`config.mk`:
```
export PLATFORM = sky130hd
export DESIGN_NAME = branch_ctrl_flat
export DESIGN_NICKNAME = d
export VERILOG_FILES = /design/src/rtl/branch_pkg.sv /design/src/rtl/branch_ctrl_if.sv /design/src/rtl/branch_ctrl_comp.sv /design/src/rtl/branch_ctrl.sv /design/src/flat_wrapper.sv
export SDC_FILE = /design/constraint.sdc
export NUM_CORES = 1
export LEC_CHECK = 0
export ABC_CLOCK_PERIOD_IN_PS = 3500
export CORE_ASPECT_RATIO = 0.6
export CORE_MARGIN = 4
export CORE_UTILIZATION = 47
export DETAILED_ROUTE_END_ITERATION = 6
export PLACE_DENSITY = 0.78
export SLEW_MARGIN = 20
export SYNTH_ARGS = -nofsm -noshare
export SYNTH_HDL_FRONTEND = slang
export SYNTH_HIERARCHICAL = 1
export SYNTH_SLANG_ARGS = --single-unit
```
`constraint.sdc`:
```
create_clock -name clk -period 3.5 [get_ports clk]
set_input_delay 0.525 -clock clk [delete_from_list [all_inputs] [get_ports clk]]
set_output_delay 0.525 -clock clk [all_outputs]
set_load 0.05 [all_outputs]
```
`src/rtl/branch_pkg.sv`:
```
// Shared constants and types for the execute-stage branch resolution controller.
package branch_pkg;

  localparam logic [2:0] BEQ  = 3'b000;
  localparam logic [2:0] BNE  = 3'b001;
  localparam logic [2:0] BLT  = 3'b100;
  localparam logic [2:0] BGE  = 3'b101;
  localparam logic [2:0] BLTU = 3'b110;
  localparam logic [2:0] BGEU = 3'b111;

  localparam int unsigned PC_INC = 4;

  typedef enum logic [1:0] {
    IDLE     = 2'd0,
    EVAL     = 2'd1,
    REDIRECT = 2'd2
  } state_t;

endpackage

```
`src/rtl/branch_ctrl_if.sv`:
```
// Branch request, resolution, redirect and statistics signals between execute and its neighbours.
interface branch_ctrl_if #(
  parameter int DWIDTH    = 32,
  parameter int AWIDTH    = 32,
  parameter int CNT_WIDTH = 32
);
  logic                 br_valid;
  logic                 br_ready;
  logic [2:0]           br_funct3;
  logic                 br_is_jump;
  logic [DWIDTH-1:0]    br_rs1;
  logic [DWIDTH-1:0]    br_rs2;
  logic [AWIDTH-1:0]    br_pc;
  logic [AWIDTH-1:0]    br_target;
  logic                 br_pred_taken;
  logic                 res_valid;
  logic                 res_taken;
  logic                 res_mispredict;
  logic                 flush;
  logic                 redir_valid;
  logic                 redir_ready;
  logic [AWIDTH-1:0]    redir_pc;
  logic [CNT_WIDTH-1:0] cnt_branch;
  logic [CNT_WIDTH-1:0] cnt_mispredict;

  modport master (
    output br_valid, br_funct3, br_is_jump, br_rs1, br_rs2, br_pc, br_target,
           br_pred_taken, redir_ready,
    input  br_ready, res_valid, res_taken, res_mispredict, flush, redir_valid,
           redir_pc, cnt_branch, cnt_mispredict
  );

  modport slave (
    input  br_valid, br_funct3, br_is_jump, br_rs1, br_rs2, br_pc, br_target,
           br_pred_taken, redir_ready,
    output br_ready, res_valid, res_taken, res_mispredict, flush, redir_valid,
           redir_pc, cnt_branch, cnt_mispredict
  );
endinterface

```
`src/rtl/branch_ctrl_comp.sv`:
```
// BRANCH_COMP: shared equality / less-than comparator with signed or unsigned ordering.
module branch_comp #(
  parameter int DWIDTH = 32
) (
  input  logic [DWIDTH-1:0] i_a,
  input  logic [DWIDTH-1:0] i_b,
  input  logic              i_unsigned,
  output logic              o_eq,
  output logic              o_lt
);
  assign o_eq = (i_a == i_b);
  assign o_lt = i_unsigned ? (i_a < i_b) : ($signed(i_a) < $signed(i_b));
endmodule

```
`src/rtl/branch_ctrl.sv`:
```
// Branch resolution controller: evaluates one latched branch, flags mispredicts and
// holds a redirect to fetch until accepted.
module branch_ctrl
  import branch_pkg::*;
#(
  parameter int DWIDTH    = 32,
  parameter int AWIDTH    = 32,
  parameter int CNT_WIDTH = 32
) (
  input  logic         clk,
  input  logic         rst_n,
  branch_ctrl_if.slave bus
);
  state_t               r_state, w_state_nxt;
  logic                 r_rdy_en;
  logic [2:0]           r_funct3;
  logic                 r_is_jump;
  logic [DWIDTH-1:0]    r_rs1, r_rs2;
  logic [AWIDTH-1:0]    r_pc, r_target, r_redir_pc;
  logic                 r_pred;
  logic [CNT_WIDTH-1:0] r_cnt_branch, r_cnt_mis;

  logic              w_eq, w_lt, w_taken, w_mispredict, w_accept, w_eval;
  logic [AWIDTH-1:0] w_next_pc;

  branch_comp #(.DWIDTH(DWIDTH)) u_comp (
    .i_a        (r_rs1),
    .i_b        (r_rs2),
    .i_unsigned (r_funct3[1]),
    .o_eq       (w_eq),
    .o_lt       (w_lt)
  );

  always_comb begin
    w_taken = 1'b0;
    if (r_is_jump) begin
      w_taken = 1'b1;
    end else begin
      case (r_funct3)
        BEQ:         w_taken = w_eq;
        BNE:         w_taken = !w_eq;
        BLT, BLTU:   w_taken = w_lt;
        BGE, BGEU:   w_taken = !w_lt;
        default:     w_taken = 1'b0;
      endcase
    end
  end

  assign w_next_pc    = w_taken ? r_target : r_pc + AWIDTH'(PC_INC);
  assign w_mispredict = w_taken ^ r_pred;
  assign w_eval       = (r_state == EVAL);
  // r_rdy_en keeps br_ready low until the first clock after reset release
  assign w_accept     = (r_state == IDLE) && r_rdy_en && bus.br_valid;

  always_comb begin
    w_state_nxt = r_state;
    case (r_state)
      IDLE:     if (w_accept) w_state_nxt = EVAL;
      EVAL:     w_state_nxt = w_mispredict ? REDIRECT : IDLE;
      REDIRECT: if (bus.redir_ready) w_state_nxt = IDLE;
      default:  w_state_nxt = IDLE;
    endcase
  end

  always_ff @(posedge clk or negedge rst_n) begin
    if (!rst_n) begin
      r_state  <= IDLE;
      r_rdy_en <= 1'b0;
    end else begin
      r_state  <= w_state_nxt;
      r_rdy_en <= 1'b1;
    end
  end

  always_ff @(posedge clk or negedge rst_n) begin
    if (!rst_n) begin
      r_funct3     <= '0;
      r_is_jump    <= 1'b0;
      r_rs1        <= '0;
      r_rs2        <= '0;
      r_pc         <= '0;
      r_target     <= '0;
      r_pred       <= 1'b0;
      r_redir_pc   <= '0;
      r_cnt_branch <= '0;
      r_cnt_mis    <= '0;
    end else begin
      if (w_accept) begin
        r_funct3  <= bus.br_funct3;
        r_is_jump <= bus.br_is_jump;
        r_rs1     <= bus.br_rs1;
        r_rs2     <= bus.br_rs2;
        r_pc      <= bus.br_pc;
        r_target  <= bus.br_target;
        r_pred    <= bus.br_pred_taken;
      end
      if (w_eval) begin
        r_cnt_branch <= r_cnt_branch + CNT_WIDTH'(1);
        if (w_mispredict) begin
          r_cnt_mis  <= r_cnt_mis + CNT_WIDTH'(1);
          r_redir_pc <= w_next_pc;
        end
      end
    end
  end

  assign bus.br_ready       = (r_state == IDLE) && r_rdy_en;
  assign bus.res_valid      = w_eval;
  assign bus.res_taken      = w_eval && w_taken;
  assign bus.res_mispredict = w_eval && w_mispredict;
  assign bus.flush          = w_eval && w_mispredict;
  assign bus.redir_valid    = (r_state == REDIRECT);
  assign bus.redir_pc       = r_redir_pc;
  assign bus.cnt_branch     = r_cnt_branch;
  assign bus.cnt_mispredict = r_cnt_mis;
endmodule
```
`src/flat_wrapper.sv`:
```
// flat-port wrapper written by rule: the top's interface ports become plain ports
module branch_ctrl_flat import branch_pkg::*;
#(
  parameter int DWIDTH    = 32,
  parameter int AWIDTH    = 32,
  parameter int CNT_WIDTH = 32
)
  (clk, rst_n, bus_br_valid, bus_br_funct3, bus_br_is_jump, bus_br_rs1, bus_br_rs2, bus_br_pc, bus_br_target, bus_br_pred_taken, bus_redir_ready, bus_br_ready, bus_res_valid, bus_res_taken, bus_res_mispredict, bus_flush, bus_redir_valid, bus_redir_pc, bus_cnt_branch, bus_cnt_mispredict);
  branch_ctrl_if #(.DWIDTH(DWIDTH), .AWIDTH(AWIDTH), .CNT_WIDTH(CNT_WIDTH)) bus_i ();
  input  logic clk;
  input  logic rst_n;
  input wire logic [$bits(bus_i.br_valid)-1:0] bus_br_valid;
  input wire logic [$bits(bus_i.br_funct3)-1:0] bus_br_funct3;
  input wire logic [$bits(bus_i.br_is_jump)-1:0] bus_br_is_jump;
  input wire logic [$bits(bus_i.br_rs1)-1:0] bus_br_rs1;
  input wire logic [$bits(bus_i.br_rs2)-1:0] bus_br_rs2;
  input wire logic [$bits(bus_i.br_pc)-1:0] bus_br_pc;
  input wire logic [$bits(bus_i.br_target)-1:0] bus_br_target;
  input wire logic [$bits(bus_i.br_pred_taken)-1:0] bus_br_pred_taken;
  input wire logic [$bits(bus_i.redir_ready)-1:0] bus_redir_ready;
  output wire logic [$bits(bus_i.br_ready)-1:0] bus_br_ready;
  output wire logic [$bits(bus_i.res_valid)-1:0] bus_res_valid;
  output wire logic [$bits(bus_i.res_taken)-1:0] bus_res_taken;
  output wire logic [$bits(bus_i.res_mispredict)-1:0] bus_res_mispredict;
  output wire logic [$bits(bus_i.flush)-1:0] bus_flush;
  output wire logic [$bits(bus_i.redir_valid)-1:0] bus_redir_valid;
  output wire logic [$bits(bus_i.redir_pc)-1:0] bus_redir_pc;
  output wire logic [$bits(bus_i.cnt_branch)-1:0] bus_cnt_branch;
  output wire logic [$bits(bus_i.cnt_mispredict)-1:0] bus_cnt_mispredict;
  assign bus_i.br_valid = bus_br_valid;
  assign bus_i.br_funct3 = bus_br_funct3;
  assign bus_i.br_is_jump = bus_br_is_jump;
  assign bus_i.br_rs1 = bus_br_rs1;
  assign bus_i.br_rs2 = bus_br_rs2;
  assign bus_i.br_pc = bus_br_pc;
  assign bus_i.br_target = bus_br_target;
  assign bus_i.br_pred_taken = bus_br_pred_taken;
  assign bus_i.redir_ready = bus_redir_ready;
  assign bus_br_ready = bus_i.br_ready;
  assign bus_res_valid = bus_i.res_valid;
  assign bus_res_taken = bus_i.res_taken;
  assign bus_res_mispredict = bus_i.res_mispredict;
  assign bus_flush = bus_i.flush;
  assign bus_redir_valid = bus_i.redir_valid;
  assign bus_redir_pc = bus_i.redir_pc;
  assign bus_cnt_branch = bus_i.cnt_branch;
  assign bus_cnt_mispredict = bus_i.cnt_mispredict;
  branch_ctrl #(.DWIDTH(DWIDTH), .AWIDTH(AWIDTH), .CNT_WIDTH(CNT_WIDTH)) u_core (.clk(clk), .rst_n(rst_n), .bus(bus_i));
endmodule
```
Word level (Yosys, flattened, before mapping)
Index checks and enable logic that the tools add are counted.

storage, ports and cells
  register bits = 232
  latch bits = 0
  RAM bits = 0
  bits in read-only memories = 0
  input port bits = 137
  output and inout bits = 102
  logic and storage cells = 48
  memories = 0

cells by class
  $add $sub $neg = 3
  multiply operators = 0
  divide/modulo/power cells = 0
  magnitude comparators = 2
  equal/unequal tests = 10
  shift-type cells = 0
  multiplexer cells = 8
  bitwise operators = 1
  reductions and logical operators = 12

operator list
  cell                     number
  $add A32 B1 Y32 const B  2
  $lt A32 B32 Y1           2
  $add A32 B3 Y32 const B  1
  $eq A32 B32 Y1           1
  $mux W32                 1
  $eq A3 B3 Y1 const B     4
  $mux W2                  3
  $pmux W2 S3              1
  $logic_and A1 B1 Y1      4
  $pmux W1 S4              1
  $reduce_and A2 Y1        2
  $reduce_or A2 Y1         2
  $eq A3 B1 Y1 const B     1
  $logic_not A3 Y1         1
  $eq A2 B1 Y1 const B     1
  $eq A2 B2 Y1 const B     1
  $logic_not A1 Y1         2
  $logic_not A2 Y1         1
  $mux W1                  2
  $ne A2 B1 Y1 const B     1
  $ne A2 B2 Y1 const B     1
  $xor A1 B1 Y1            1

Logic depth before layout (Yosys ltp)
Gate-level depths: netlist of the first run.

  depth after elaboration = 8
  gate-level depth with buffers = 16
  depth with buffers taken out = 13

By module
Netlist of the first run, hierarchy kept.

by module, submodules not included
  module       times used  cells each  area each (um^2)  seq. area each (um^2)
  branch_ctrl  1           845         10416.2           5805.6
  branch_comp  1           112         814.5             0.0

Worst setup path after synthesis of the first run
OpenSTA, ideal clock, no wires.

  path kind = reg2out
  start point = register u_core.r_rs1[25]
  end point = output port bus_res_mispredict
  arrival time = 3.301 ns
  data required time = 2.975 ns
  setup slack = -0.326 ns
  cell stages (with the launch flop) = 16
  path buffers = 4
  cells stage by stage = dfrtp_1 -> ha_1 -> a21o_1 -> a221o_1 -> a221oi_2 -> o221ai_2 -> o32ai_1 -> xor2_1 -> a221o_1 -> buf_6 -> xnor2_4 -> or2_1 -> buf_6 -> inv_4 -> buf_8 -> buf_4

on the way
  cells in the longest elaborated chain, start to end = 7
  elaborated cells on any way between the ends = 10
  classes of those cells = order compare (2); eq/ne (1); mux (3); bitwise (1); reduce/logical (3)

ends and longest elaborated chain
  what                      line                    text
  start: declaration        branch_ctrl.sv:18       logic [DWIDTH-1:0] r_rs1, r_rs2;
  start signal: assignment  branch_ctrl.sv:91       r_rs1 <= bus.br_rs1;
  $lt A32 B32 Y1            branch_ctrl_comp.sv:12  assign o_lt = i_unsigned ? (i_a < i_b) : ($signed(i_a) < $signed(i_b));
  $mux W1 (*)               branch_ctrl_comp.sv:12
  net u_core.w_lt           branch_ctrl.sv:23       logic w_eq, w_lt, w_taken, w_mispredict, w_accept, w_eval;
  $logic_not A1 Y1          branch_ctrl.sv:43       BGE, BGEU: w_taken = !w_lt;
  $pmux W1 S4 (*)           branch_ctrl.sv:39       case (r_funct3)
  $mux W1 (*)               branch_ctrl.sv:36       if (r_is_jump) begin
  $xor A1 B1 Y1 (*)         branch_ctrl.sv:50       assign w_mispredict = w_taken ^ r_pred;
  $logic_and A1 B1 Y1 (*)   -
  end: declaration          flat_wrapper.sv:24      output wire logic [$bits(bus_i.res_mispredict)-1:0] bus_res_mispredict;

The timed path passes the listed nets; every way through them passes the cells marked *.

Worst setup path after layout of the first run
  start point = register u_core.r_rs1[31]
  end point = output port bus_flush

on the way
  cells in the longest elaborated chain, start to end = 7
  elaborated cells on any way between the ends = 10
  classes of those cells = order compare (2); eq/ne (1); mux (3); bitwise (1); reduce/logical (3)

ends and longest elaborated chain
  what                     line                    text
  $lt A32 B32 Y1           branch_ctrl_comp.sv:12
  $mux W1 (*)              branch_ctrl_comp.sv:12
  net u_core.w_lt          branch_ctrl.sv:23
  $logic_not A1 Y1         branch_ctrl.sv:43
  $pmux W1 S4 (*)          branch_ctrl.sv:39
  $mux W1 (*)              branch_ctrl.sv:36
  $xor A1 B1 Y1 (*)        branch_ctrl.sv:50
  $logic_and A1 B1 Y1 (*)  branch_ctrl.sv:111      assign bus.flush = w_eval && w_mispredict;
  end: declaration         flat_wrapper.sv:25      output wire logic [$bits(bus_i.flush)-1:0] bus_flush;

Marks and branches as above.

==> flow_summary.yaml, run 1 <==
sta:
  final-max-slew-violation-count: 0
  setup_viol: 49
  finalWorstSetupSlack_ns: -0.568
  setup_tns_ns: -6.10
  rsz0062_at_grt: "true"
  hold_viol_final: 0
  finalCritPeriodShare: 1.16
  min_period_ns: 4.07
  max-slew-margin-rel: 0.504
  worst_slew_pin_slew_ns: 0.742
  max_freq_ghz: 0.246
  clock_skew_ns: 0.00735
min_path:
  hold_path.class: "reg -> reg"
  min_from: "u_core/bus.cnt_mispredict[31]"
yosys:
  async_flop_share: 1.00
  synth_fp_nets: 1129
  syn_area_um2: 11200
  ys_types: 57
  yosys.area.top_type: "dfrtp_1"
  netlist_instances: 957
  synthFlopType: "dfrtp_1"
  synth_top_area_frac: 0.517
  avgSynthCellArea_um2: 11.7
  ys_warn_count: 6
  ys_seq_area_frac: 0.517
  synth_edf_count: 0
  ys_ff_latch: 232
  yosys-top-cells-area: "dfrtp_1 (52%), mux2_2 (14%), ha_1 (3.9%)"
cells_and_area:
  final_area_um2: 15200
  fillers: 1768
  final_cell_mix: "clkdlybuf4s50_1 (234), dfrtp_1 (232), mux2_2 (130)"
  nets: 1387
  n_antenna_cell: 0
  layout_commonest_cell: "clkdlybuf4s50_1"
  final_cells: 1545
  areaGrowthSynthToFinish_pct: 35.3
  drive_gt1_frac: 0.220
status:
  violations: "negative setup slack"
  outcome: "complete, but fails checks"
drt:
  drc: 0
  vias_per_cell: 5.52
  first_pass_iters: 5
  routedWlPerCell_um: 18.9
  postRouteAntennaNets: 0
  drtIter0Drc: 597
  num_vias: 8529
  drt_wl_total_um: 29200
global_routing:
  grt-busiest-layer: "met1"
  grt_pass1_wl_um: 46000
  met3_usage: 0.0450
  use_met1: 0.324
  antenna_found_initial: 0
  grt_pass1_vias: 8405
  met2_usage: 0.316
  gr-total-overflow: 0
  grt_max_degree: 73
  grt_usage: 0.211
power:
  combPwrFrac: 0.466
  seqPwrFrac: 0.345
  leakage_uw: 0.00648
  max-vdd-ir-drop_mv: 0.536
  internal-power_uw: 7880
  swShare: 0.396
  clockPowerShare: 0.189
  power.density_nw_per_um2: 859
  switchingPower_uw: 5160
clocking:
  clk_pin_slew_worst_paths_ns: 0.06
  cts_sinks: 232
  cts_tree: "done"
  cts_made_buffers: 22
  clk_latency_ns: 0.50
  htree_levels: 1
  root_buffer: "clkbuf_16"
  clockBufferDepth: 3
worst_setup_path:
  cp_slowest_stage_delay_ns: 0.43
  crit_path_cell_trace: "ha_4 -> and4_1 -> nand4_1 -> nor3_2 -> buf_4 -> o31a_1 -> o32ai_2 -> xor2_1 -> a221o_1 -> xnor2_4 -> or2_4 -> inv_8 -> buf_8"
  crit_fanout: 3
  cp.arrival_ns: 3.54
  worstSetupPathType: "reg -> out"
  r2r-start: "u_core/r_rs1[31]"
  critPathRequiredTime_ns: 2.97
  critical_path.slowest_cell: "a221o_1"
  cp-startpoint: "u_core/r_rs1[31]"
  cp-start-kind: "register"
  cp-end-kind: "output pin"
placement:
  globalplace.congestion: 0.843
  pre_cts_slack_ns: -0.149
  dp_cells: 1492
  post-dp-hpwl_um: 21000
  place_area_um2: 14100
  io_buffer_count: 238
floorplan:
  rows: 43
  start_util: 0.482
  fp.dieW_um: 208
  top_level_ports: 239
  die_y_um: 128
  coreArea_um2: 23300
  die_area_um2: 26500
job:
  cap_viol_max_count: 0
[metrics by stage]
stage               total power, µW  hold WS, ns  utilization
floorplan                      8160        0.229            -
CTS                           12600        0.469        0.640
global route                  13800        0.494        0.652
finish                        13000        0.470        0.652
detailed placement             9990        0.461        0.604
global placement               9800        0.459        0.604
[cell usage after synthesis (3+ instances only)]
master,instances
nor4_2,9
or4_1,3
a21oi_1,28
nor2_1,27
mux2_4,6
nand2_1,61
o21ai_0,40
o32ai_1,4
nor3_1,30
o31ai_1,8
buf_2,25
nand4_1,35
or3_1,3
clkbuf_1,9
nand3_1,33
buf_6,4
and4_1,11
ha_1,35
xor2_1,49
mux2i_1,5
o31a_1,7
dfrtp_1,232
buf_1,5
mux2_2,136
nor4_1,17
and2_1,6
a221o_1,3
o22ai_1,4
xnor2_1,31
inv_1,45
and3_1,10
[flip-flops by register name (all words and copies together) (netlist names)]
name and cells:
u_core/r_funct3 3, u_core/bus.redir_pc 32, u_core/r_is_jump 1, u_core/r_rdy_en 1, u_core/r_pred 1, u_core/r_target 32
u_core/r_state 2, u_core/r_pc 32, u_core/r_rs1 32, u_core/r_rs2 32, u_core/bus.cnt_mispredict 32, u_core/bus.cnt_branch 32
[timing repair]
| item | CTS | global route |
|---|---|---|
| cloned | 0 | 1 |
| endpoints found under the hold margin | 21 | 0 |
| endpoints found under the setup margin | 46 | 68 |
| pin swaps | 6 | 16 |
| setup buffers | 3 | 9 |
| resized for setup | 15 | 32 |
| hold buffers | 1 | 0 |
[cell families after synthesis]
logic type / share of synthesized area
XOR/XNOR: 0.0648
multiplexers: 0.149
flip-flops: 0.517
other: 0.000334
buffers and inverters: 0.0384
AND/OR/NAND/NOR: 0.129
AO/OA/AOI/OAI: 0.0628
adder cells (fa/ha/maj): 0.0390
[final timing paths]
| kind | end | slack (ns) | depth (start not counted) |
|---|---|---|---|
| min in group asynchronous | u_core/bus.cnt_mispredict[2] | 0.58 | 2 |
| worst min register to register | u_core/bus.cnt_mispredict[31] | 0.47 | 1 |
| worst min-delay path | u_core/bus.cnt_mispredict[31] | 0.47 | 1 |
| worst max-delay path | bus_flush | -0.57 | 13 |
| worst max register to register | u_core/bus.redir_pc[15] | -0.17 | 16 |
| max in group asynchronous | u_core/bus.cnt_branch[24] | 2.06 | 3 |
[layer usage]
layer	share of wire	up-vias
met3	0.074	44
met1	0.47	4200
li1	-	3950
met2	0.44	335
met5	0	-
met4	0.015	0
[power groups by stage]
stage / clock network (µW) / logic (µW) / registers, µW
final: 2470 / 6080 / 4500
after global routing: 2640 / 6530 / 4630
after CTS: 2520 / 5620 / 4460
after detailed placement: 0 / 5500 / 4500
after global placement: 0 / 5350 / 4450
after floorplan: 0 / 3160 / 5000
[final cells by class]
| type | instances | area, µm² | share of cell area |
|---|---|---|---|
| Clock buffer | 35 | 711 | 0.0468 |
| Clock inverter | 4 | 45.0 | 0.00296 |
| Inverter | 47 | 184 | 0.0121 |
| Multi-Input combinational cell | 632 | 5230 | 0.344 |
| Sequential cell | 232 | 5810 | 0.382 |
| Tap cell | 315 | 394 | 0.0259 |
| Timing Repair Buffer | 280 | 2830 | 0.186 |
[critical path, delay by kind of cell, from the launching register on]
family / cells / cell delay [ns]
fa+ha+maj: 1 / 0.28
buf+inv: 3 / 0.36
simple gates: 4 / 0.93
compound gates: 3 / 0.73
xor+xnor: 2 / 0.33
flops: 1 / 0.41
Power figures use the tool's default switching activity.
==> run 2: changes to the inputs <==
--- a/config.mk
+++ b/config.mk
@@ -7,9 +7,11 @@
 export LEC_CHECK = 0
 export ABC_CLOCK_PERIOD_IN_PS = 3500
+export CELL_PAD_IN_SITES_DETAIL_PLACEMENT = 1
+export CELL_PAD_IN_SITES_GLOBAL_PLACEMENT = 1
 export CORE_ASPECT_RATIO = 0.6
 export CORE_MARGIN = 4
-export CORE_UTILIZATION = 47
+export CORE_UTILIZATION = 37
 export DETAILED_ROUTE_END_ITERATION = 6
-export PLACE_DENSITY = 0.78
+export PLACE_DENSITY_LB_ADDON = 0.1
 export SLEW_MARGIN = 20
 export SYNTH_ARGS = -nofsm -noshare
==> constraint.sdc (replaced) <==
create_clock -name clk -period 3.5 [get_ports clk]
set_input_delay 0.525 -clock clk [delete_from_list [all_inputs] [get_ports clk]]
set_output_delay 0.525 -clock clk [all_outputs]
set_load 0.005 [all_outputs]
==> flow_summary.yaml, run 2 (synthesis results as in run 1) <==
clocking:
  clockBufferDepth: 3
  cts_sinks: 232
  clk_latency_ns: 0.53
  holdBufCountCts: 0
  htree_levels: 1
  clk_pin_slew_worst_paths_ns: 0.07
  cts_made_buffers: 25
  root_buffer: "clkbuf_16"
  cts_tree: "done"
power:
  power.density_nw_per_um2: 807
  leakage_uw: 0.00655
  finalPower_uw: 12400
  max-vdd-ir-drop_mv: 0.375
worst_setup_path:
  cp.arrival_ns: 3.57
  cp.buffers_inverters: 2
  cp_slowest_stage_delay_ns: 0.43
  cp-end-kind: "output pin"
  crit_fanout: 4
  cp-start-kind: "register"
  worstSetupPathType: "reg -> out"
  critical_path.slowest_cell: "a221o_1"
  critPathRequiredTime_ns: 2.97
  crit_path_cell_trace: "ha_1 -> nand4_1 -> nor4_4 -> a21boi_2 -> o31a_1 -> o32ai_2 -> xor2_1 -> a221o_1 -> xnor2_4 -> or2_4 -> inv_8 -> buf_6"
  ff2ff_setup_slack_ns: -0.21
  cp_top_family: "compound AO/OA/AOI/OAI gates"
sta:
  min_period_ns: 4.10
  finalCritPeriodShare: 1.17
  worst_slew_pin_slew_ns: 0.786
  finalWorstSetupSlack_ns: -0.597
  max_freq_ghz: 0.244
  max-slew-margin-rel: 0.476
  final-max-slew-violation-count: 0
  clock_skew_ns: 0.0127
  setup_tns_ns: -7.65
  hold_viol_final: 0
  setup_viol: 64
  rsz0062_at_grt: "true"
min_path:
  hold_path.class: "in -> async"
placement:
  io_buffer_count: 238
  post-dp-hpwl_um: 24300
  globalplace.congestion: 0.765
  place_area_um2: 14300
  pre_cts_slack_ns: -0.642
  dp_cells: 1600
cells_and_area:
  n_antenna_cell: 0
  areaGrowthSynthToFinish_pct: 36.6
  final_area_um2: 15300
  final_cell_mix: "clkdlybuf4s50_1 (234), dfrtp_1 (232), mux2_2 (130)"
  layout_commonest_cell: "clkdlybuf4s50_1"
  nets: 1407
  final_cells: 1659
  drive_gt1_frac: 0.222
floorplan:
  top_level_ports: 239
  fp.dieW_um: 233
  rows: 49
  die_y_um: 143
  coreArea_um2: 29900
  start_util: 0.375
  die_area_um2: 33300
status:
  outcome: "complete, but fails checks"
  violations: "negative setup slack"
drt:
  drc: 0
  num_vias: 8457
  drt_wl_total_um: 33500
  routedWlPerCell_um: 20.2
  postRouteAntennaNets: 0
  first_pass_iters: 5
  vias_per_cell: 5.10
  drtIter0Drc: 395
global_routing:
  grt_pass1_wl_um: 52900
  grt_usage: 0.200
  grt_pass1_vias: 9148
  grt_max_degree: 98
  antenna_found_initial: 0
  gr-total-overflow: 0
job:
  cap_viol_max_count: 0
[run 2: per-layer routing]
| metal | share of wire | GRT usage | up-vias |
|---|---|---|---|
| met3 | 0.042 | 0.0327 | 29 |
| met1 | 0.49 | 0.297 | 4311 |
| met5 | 0 | 0 | - |
| met4 | 0.012 | 0.0286 | 0 |
| li1 | - | - | 3974 |
| met2 | 0.46 | 0.318 | 143 |
[run 2: final cells by class]
type	count	area (µm²)
clock buffer	39	728
inverter	47	184
fill	3189	14600
timing repair buffer	297	2930
tap	408	510
sequential	232	5810
multi-input combinational	632	5150
clock inverter	4	27.5
[run 2: metrics by stage]
stage,util,hold slack [ns]
floorplan,-,0.229
CTS,0.509,0.0594
detailed placement,0.477,0.464
global placement,0.477,0.455
finish,0.513,0.0450
global route,0.513,0.0846
[run 2: what timing repair did]
| action | 4_1_cts | 5_1_grt |
|---|---|---|
| gates cloned | 1 | 0 |
| gates resized for setup | 29 | 22 |
| pin swaps | 16 | 13 |
| setup endpoints to repair | 67 | 66 |
| buffers inserted | 12 | 7 |
[run 2: final timing paths]
check / start / to / cells past startpoint
max: u_core/r_rs1[9] / bus_flush / 12
min: rst_n / u_core/r_rs2[22] / 1
max reg2reg: u_core/r_rs1[9] / u_core/bus.cnt_mispredict[31] / 12
min reg2reg: u_core/bus.cnt_branch[31] / u_core/bus.cnt_branch[31] / 1
max in group asynchronous: rst_n / u_core/r_pc[31] / 2
min in group clk: u_core/bus.cnt_branch[31] / u_core/bus.cnt_branch[31] / 1
[run 2: where the power goes]
group,switching [µW],total (µW),internal (µW)
registers,839,4500,3670
logic,2550,5360,2810
clock network,1100,2530,1430
